$ cat src/rtl/vga_scan_pkg.sv
// Shared timing math, 640x480 defaults and colour-bar lookup for the VGA scan controller.
// VGA_SCAN_TEST_PATTERN_EN widens the alignment flags to carry the colour-bar index.
package vga_scan_pkg;

   localparam int CNT_W = 16;

   localparam int DEF_H_ACTIVE = 640;
   localparam int DEF_H_FP     = 16;
   localparam int DEF_H_SYNC   = 96;
   localparam int DEF_H_BP     = 48;
   localparam int DEF_V_ACTIVE = 480;
   localparam int DEF_V_FP     = 10;
   localparam int DEF_V_SYNC   = 2;
   localparam int DEF_V_BP     = 33;

   function automatic int axis_total(input int act, input int fp, input int sy, input int bp);
      return act + fp + sy + bp;
   endfunction

   function automatic int sync_start(input int act, input int fp);
      return act + fp;
   endfunction

   function automatic int sync_end(input int act, input int fp, input int sy);
      return act + fp + sy;
   endfunction

   // Eight equal bars across the line; bar 0 is white, bar 7 black.
   function automatic logic [2:0] bar_bits(input int h, input int h_active);
      int bar;
      bar = (h * 8) / h_active;
      return ~bar[2:0];
   endfunction

   typedef struct packed {
      logic       active;
      logic       hs;
      logic       vs;
      logic       fs;
`ifdef VGA_SCAN_TEST_PATTERN_EN
      logic [2:0] bar;
`endif
   } scan_flags_t;

endpackage

$ cat src/rtl/vga_scan_timing.sv
// Horizontal/vertical scan counters with raw sync, visible-area flags and wrap strobes.
module vga_scan_timing
   import vga_scan_pkg::*;
#(
   parameter int H_ACTIVE = DEF_H_ACTIVE,
   parameter int H_FP     = DEF_H_FP,
   parameter int H_SYNC   = DEF_H_SYNC,
   parameter int H_BP     = DEF_H_BP,
   parameter int V_ACTIVE = DEF_V_ACTIVE,
   parameter int V_FP     = DEF_V_FP,
   parameter int V_SYNC   = DEF_V_SYNC,
   parameter int V_BP     = DEF_V_BP
) (
   input  logic             clk,
   input  logic             rst,
   output logic [CNT_W-1:0] h_cnt_q,
   output logic [CNT_W-1:0] v_cnt_q,
   output logic [CNT_W-1:0] h_cnt_d,
   output logic             active,
   output logic             active_nxt,
   output logic             hs_raw,
   output logic             vs_raw,
   output logic             line_wrap,
   output logic             frame_wrap
);

   localparam logic [CNT_W-1:0] H_LAST = CNT_W'(axis_total(H_ACTIVE, H_FP, H_SYNC, H_BP) - 1);
   localparam logic [CNT_W-1:0] V_LAST = CNT_W'(axis_total(V_ACTIVE, V_FP, V_SYNC, V_BP) - 1);
   localparam logic [CNT_W-1:0] H_ACT  = CNT_W'(H_ACTIVE);
   localparam logic [CNT_W-1:0] V_ACT  = CNT_W'(V_ACTIVE);
   localparam logic [CNT_W-1:0] H_SS   = CNT_W'(sync_start(H_ACTIVE, H_FP));
   localparam logic [CNT_W-1:0] H_SE   = CNT_W'(sync_end(H_ACTIVE, H_FP, H_SYNC));
   localparam logic [CNT_W-1:0] V_SS   = CNT_W'(sync_start(V_ACTIVE, V_FP));
   localparam logic [CNT_W-1:0] V_SE   = CNT_W'(sync_end(V_ACTIVE, V_FP, V_SYNC));

   logic [CNT_W-1:0] v_cnt_d;

   always_comb begin
      line_wrap  = (h_cnt_q == H_LAST);
      frame_wrap = line_wrap && (v_cnt_q == V_LAST);
      h_cnt_d    = line_wrap ? '0 : h_cnt_q + 1'b1;
      v_cnt_d    = v_cnt_q;
      if (line_wrap)
         v_cnt_d = frame_wrap ? '0 : v_cnt_q + 1'b1;
      active     = (h_cnt_q < H_ACT) && (v_cnt_q < V_ACT);
      active_nxt = (h_cnt_d < H_ACT) && (v_cnt_d < V_ACT);
      hs_raw     = (h_cnt_q >= H_SS) && (h_cnt_q < H_SE);
      vs_raw     = (v_cnt_q >= V_SS) && (v_cnt_q < V_SE);
   end

   always_ff @(posedge clk or posedge rst) begin
      if (rst) begin
         h_cnt_q <= '0;
         v_cnt_q <= '0;
      end else begin
         h_cnt_q <= h_cnt_d;
         v_cnt_q <= v_cnt_d;
      end
   end

endmodule

$ cat src/rtl/vga_scan_controller.sv
// Parametrised VGA scan controller: frame-buffer addressing with pixel replication and
// latency-matched sync/blank/data outputs. VGA_SCAN_TEST_PATTERN_EN adds pattern_sel colour bars.
module vga_scan_controller
   import vga_scan_pkg::*;
#(
   parameter int H_ACTIVE    = DEF_H_ACTIVE,
   parameter int H_FP        = DEF_H_FP,
   parameter int H_SYNC      = DEF_H_SYNC,
   parameter int H_BP        = DEF_H_BP,
   parameter int V_ACTIVE    = DEF_V_ACTIVE,
   parameter int V_FP        = DEF_V_FP,
   parameter int V_SYNC      = DEF_V_SYNC,
   parameter int V_BP        = DEF_V_BP,
   parameter bit HS_POL      = 1'b0,
   parameter bit VS_POL      = 1'b0,
   parameter int SCALE_SHIFT = 0,
   parameter int RD_LAT      = 1,
   parameter int ADDR_W      = 19,
   parameter int DATA_W      = 24
) (
   input  logic                vga_clk,
   input  logic                reset,
   input  logic [DATA_W-1:0]   rgb_data_raw,
`ifdef VGA_SCAN_TEST_PATTERN_EN
   input  logic                pattern_sel,
`endif
   output logic [ADDR_W-1:0]   ADDR,
   output logic                oHS,
   output logic                oVS,
   output logic                oBLANK_n,
   output logic [DATA_W/3-1:0] r_data,
   output logic [DATA_W/3-1:0] g_data,
   output logic [DATA_W/3-1:0] b_data,
   output logic                frame_start
);

   localparam int               CW       = DATA_W / 3;
   localparam logic [CNT_W-1:0] V_MASK   = CNT_W'((1 << SCALE_SHIFT) - 1);
   localparam logic [CNT_W-1:0] V_ACT    = CNT_W'(V_ACTIVE);
   localparam logic [ADDR_W-1:0] ROW_STEP = ADDR_W'(H_ACTIVE >> SCALE_SHIFT);

   logic [CNT_W-1:0] h_cnt_q, v_cnt_q, h_cnt_d;
   logic             active, active_nxt, hs_raw, vs_raw, line_wrap, frame_wrap;

   vga_scan_timing #(
      .H_ACTIVE(H_ACTIVE), .H_FP(H_FP), .H_SYNC(H_SYNC), .H_BP(H_BP),
      .V_ACTIVE(V_ACTIVE), .V_FP(V_FP), .V_SYNC(V_SYNC), .V_BP(V_BP)
   ) u_timing (
      .clk(vga_clk), .rst(reset),
      .h_cnt_q(h_cnt_q), .v_cnt_q(v_cnt_q), .h_cnt_d(h_cnt_d),
      .active(active), .active_nxt(active_nxt), .hs_raw(hs_raw), .vs_raw(vs_raw),
      .line_wrap(line_wrap), .frame_wrap(frame_wrap)
   );

   logic [ADDR_W-1:0] row_base_q, row_base_d, addr_q, addr_d;
   logic [DATA_W-1:0] pix_q, pix_d, src_data;
   scan_flags_t       pipe_q [0:RD_LAT];
   scan_flags_t       pipe_d [0:RD_LAT];

   // ADDR is registered from next-slot values so it is valid in the same cycle as its slot.
   always_comb begin
      row_base_d = row_base_q;
      if (frame_wrap)
         row_base_d = '0;
      else if (line_wrap && (v_cnt_q < V_ACT) && ((v_cnt_q & V_MASK) == V_MASK))
         row_base_d = row_base_q + ROW_STEP;
      addr_d = active_nxt ? row_base_d + ADDR_W'(h_cnt_d >> SCALE_SHIFT) : '0;
   end

   always_comb begin
      pipe_d[0]        = '0;
      pipe_d[0].active = active;
      pipe_d[0].hs     = hs_raw;
      pipe_d[0].vs     = vs_raw;
      pipe_d[0].fs     = (h_cnt_q == '0) && (v_cnt_q == '0);
`ifdef VGA_SCAN_TEST_PATTERN_EN
      pipe_d[0].bar    = bar_bits(int'(h_cnt_q), H_ACTIVE);
`endif
      for (int i = 1; i <= RD_LAT; i++)
         pipe_d[i] = pipe_q[i-1];
   end

   // Data is captured on the edge where its slot's flags move into the output stage.
   always_comb begin
      src_data = rgb_data_raw;
`ifdef VGA_SCAN_TEST_PATTERN_EN
      if (pattern_sel)
         src_data = DATA_W'({{CW{pipe_q[RD_LAT-1].bar[2]}},
                             {CW{pipe_q[RD_LAT-1].bar[1]}},
                             {CW{pipe_q[RD_LAT-1].bar[0]}}});
`endif
      pix_d = pipe_q[RD_LAT-1].active ? src_data : '0;
   end

   always_ff @(posedge vga_clk or posedge reset) begin
      if (reset) begin
         row_base_q <= '0;
         addr_q     <= '0;
         pix_q      <= '0;
         for (int i = 0; i <= RD_LAT; i++)
            pipe_q[i] <= '0;
      end else begin
         row_base_q <= row_base_d;
         addr_q     <= addr_d;
         pix_q      <= pix_d;
         pipe_q     <= pipe_d;
      end
   end

   assign ADDR        = addr_q;
   assign oHS         = pipe_q[RD_LAT].hs ? HS_POL : ~HS_POL;
   assign oVS         = pipe_q[RD_LAT].vs ? VS_POL : ~VS_POL;
   assign oBLANK_n    = pipe_q[RD_LAT].active;
   assign frame_start = pipe_q[RD_LAT].fs;
   assign r_data      = pix_q[DATA_W-1 -: CW];
   assign g_data      = pix_q[DATA_W-1-CW -: CW];
   assign b_data      = pix_q[DATA_W-1-2*CW -: CW];

endmodule

$ cat config.mk
export PLATFORM = sky130hd
export DESIGN_NAME = vga_scan_controller
export DESIGN_NICKNAME = d
export VERILOG_FILES = /design/src/rtl/vga_scan_pkg.sv /design/src/rtl/vga_scan_timing.sv /design/src/rtl/vga_scan_controller.sv
export SDC_FILE = /design/constraint.sdc
export NUM_CORES = 1
export LEC_CHECK = 0
export CORE_MARGIN = 4
export CORE_UTILIZATION = 40
export CTS_BUF_LIST = sky130_fd_sc_hd__clkbuf_4
export CTS_CLUSTER_SIZE = 25
export DETAILED_ROUTE_END_ITERATION = 7
export GPL_ROUTABILITY_DRIVEN = 0
export GPL_TIMING_DRIVEN = 0
export PLACE_DENSITY = 0.64
export SETUP_SLACK_MARGIN = 0.3
export SLEW_MARGIN = 20
export SYNTH_ARGS = -nofsm -noshare
export SYNTH_HDL_FRONTEND = slang
export SYNTH_SLANG_ARGS = --single-unit
$ cat constraint.sdc
create_clock -name vga_clk -period 4.18 [get_ports vga_clk]
set_clock_uncertainty 0.05 [all_clocks]
set_input_delay 0.627 -clock vga_clk [delete_from_list [all_inputs] [get_ports vga_clk]]
set_output_delay 0.627 -clock vga_clk [all_outputs]
set_load 0.05 [all_outputs]
==> reports/qor.txt <==
IO Count -> 73
Final HPWL DP -> 8906 microns
share of layout cells above drive strength 1 -> 0.2048
pwr dens -> 248.4 nW/um^2
RSZ-0062 raised after global routing -> yes
Rows -> 41
Clock Tree Root -> clkbuf_4
Setup violations, final -> 0
Syn. warnings -> 0
total grt overflow -> 0
CP endpoint kind -> flop
first-pass GRT wire length -> 20,780 microns
DIE HEIGHT -> 122.1 microns
post-route cell area -> 6838 sq um
CP arrival -> 4150 ps
routed via count -> 4,156
reg-to-reg setup timing slack -> 360 ps
worst hold path depth -> 0
placed cells -> 745
Required @ worst endpoint -> 4510 ps
core area -> 12,670 sq um
Crit path depth -> 18
Initial Util -> 0.4111
worst-case reg-to-reg path depth -> 18
Synth Register Bits -> 102
CP Launch Type -> flop
drt first pass iters -> 4
Finished Layout Cells -> 797
Synth Flop Type -> dfrtp_1
drt drc -> 0
post-layout min period -> 3821 ps
die span in x -> 122.1 microns
post-route ant nets -> 0
Area after DPL -> 6187 sq um
crit share post-route -> 0.9140
Syn Nets -> 548
Mapped Cells -> 500
fmax -> 0.2617 GHz
H-tree depth -> 3
clock-pin slew on the worst setup and hold paths -> 150 ps
Buf/Inv on CP -> 5
status -> finished clean
Vias/cell -> 5.215
1st-iter DRT viols -> 296
largest delay contributor family on the critical path -> compound AO/OA/AOI/OAI gates
crit path to -> ADDR[14]
EDFF count, synth -> 0
Seq. cell area -> 2562 sq um
multi-input logic area -> 2680 sq um
Worst Path Max Fanout -> 5
worst r2r src -> u_timing.h_cnt_q[5]
Netlist cell types -> 63
final hold violations -> 0
Synth area leader -> dfrtp_1
Max Slew Vio Count -> 0
top post-synthesis cells by count -> dfrtp_1, nor2_1, and2_1, inv_1, nand2_1
Post-Syn Area -> 5209 sq um
CTS tree -> done
WL per Instance -> 15.99 microns
CP Class -> reg2reg
# fillers -> 1,138
# diodes -> 0
Syn Area/Cell -> 10.42 sq um
clk_lat worst skew -> 490 ps
Worst slew margin -> 0.6312
slowest stage cell, crit path -> dfrtp_1
worst slack, placed -> -469.4 ps
vias in the first global route -> 4,198
static leakage -> 2.998 nW
GR Util All Layers -> 0.1756
sequential share of the synthesized area -> 0.4900
cell chain of the critical path -> buf_6, nor4b_4, buf_4, nand4_4, nor4_4, buf_6, nor2b_4, ha_4, inv_4, fa_2, nor2b_4, o31a_1, o31a_1, o211a_1, o21a_1, buf_4, nor3_2, nor3_2
total CTS buffers -> 9
Worst-Margin Slew -> 548.2 ps
setup total negative slack -> 0 ps
CTS max path bufs -> 2
Final #Nets -> 668
Post-Route WL -> 12,740 microns
origin of the worst setup path -> u_timing.h_cnt_q[5]
count leader, synth -> dfrtp_1
DIE AREA -> 14,910 sq um
CP max stage delay -> 400 ps
synth top area cells -> dfrtp_1, ha_1, xnor2_1
Synth async-reset ratio -> 1.000
initial antenna violation count -> 0
CTS hold repair buffers -> 0
# port buffers -> 72
Peak VDD IR -> 0.1677 mV
share of the synthesized area in the top cell type -> 0.4900
CTS sink cnt -> 102
P&R area growth vs syn -> 31.28%
largest net degree at the start of global routing -> 59
Hold WS -> 317.8 ps
hold crit path type -> reg2reg
worst reg2reg endpoint -> ADDR[14]
final worst setup slack -> 359.5 ps
max_cap viols -> 0
[what timing repair did]
item                                    4_1_cts  5_1_grt
setup buffers                                 8       28
gates resized for setup                      18       50
pin swaps                                     7       25
endpoints found under the setup margin       11       10
[sequential cells by signal, summed over array words and instances, names as in the netlist]
signal            flops
ADDR                 19
frame_start           1
oBLANK_n              1
pipe_d                4
pipe_q                2
pix_q                24
row_base_q           19
u_timing.h_cnt_q     16
u_timing.v_cnt_q     16
[report_power, final]
group	total, mW	internal (mW)	switching (mW)
Combinational	0.121	0.0484	0.0728
Sequential	1.00	0.998	0.00310
Clock	0.576	0.239	0.337
[worst min-delay path by stage]
stage	from	end	slack, ps
after floorplan	pipe_d[0]	frame_start	280
after global placement	pipe_d[0]	frame_start	280
after detailed placement	pipe_d[1]	pipe_q[1]	280
after CTS	pipe_d[0]	frame_start	320
after global routing	pipe_d[1]	pipe_q[1]	330
final	pipe_d[0]	frame_start	320
[per-layer routing]
| layer | global-route usage | vias to the layer above | wire (microns) |
|---|---|---|---|
| li1 | - | 2019 | - |
| met1 | 0.2356 | 2013 | 5720 |
| met2 | 0.2838 | 106 | 6129 |
| met3 | 0.04875 | 18 | 689 |
| met4 | 0.04199 | 0 | 204 |
| met5 | 0 | - | 0 |
[logic make-up (layout without fill, tap and decap cells)]
kind of cell,after synthesis,count (layout),synth area share
AOI/OAI and AO/OA,75,75,0.1009
xor gates and xnor gates,37,37,0.06221
buffers and inverters,40,165,0.03171
adders and majority gates,22,22,0.05429
DFF,102,102,0.4900
muxes,3,3,0.005765
and+or+nand+nor,221,221,0.2551
[metrics by stage]
stage | total power [mW] | utilization
after floorplan | 1.086 | -
final | 1.699 | 0.5396
after global routing | 1.766 | 0.5396
after global placement | 1.138 | 0.4857
after detailed placement | 1.143 | 0.4883
after CTS | 1.717 | 0.5101
[layout make-up]
type | count | area share
Clock inverter | 7 | 0.01299
Clock buffer | 9 | 0.009881
Multi-Input combinational cell | 358 | 0.3919
Tap cell | 172 | 0.03147
Sequential cell | 102 | 0.3747
Buffer | 14 | 0.01354
Inverter | 26 | 0.01537
Timing Repair Buffer | 109 | 0.1500
[cell usage in the layout, fill, tap and decap left out, drive strengths merged, types with 5 or more instances in the layout]
cell type      Yosys  layout
xnor2             19      19
nor2b             12      12
nand4             23      23
inv               26      26
clkinv             0       5
nand2             26      26
a21oi              9       9
nor3              24      24
and2              26      26
nor2              48      48
clkbuf             7      15
and3               5       5
clkdlybuf4s50      0      72
buf                7      45
o21ai             26      26
xor2              18      18
dfrtp            102     102
and4               5       5
ha                21      21
a211oi             6       6
nor4              16      16
nand3             17      17
No activity file was read; power rests on OpenSTA's default activity.
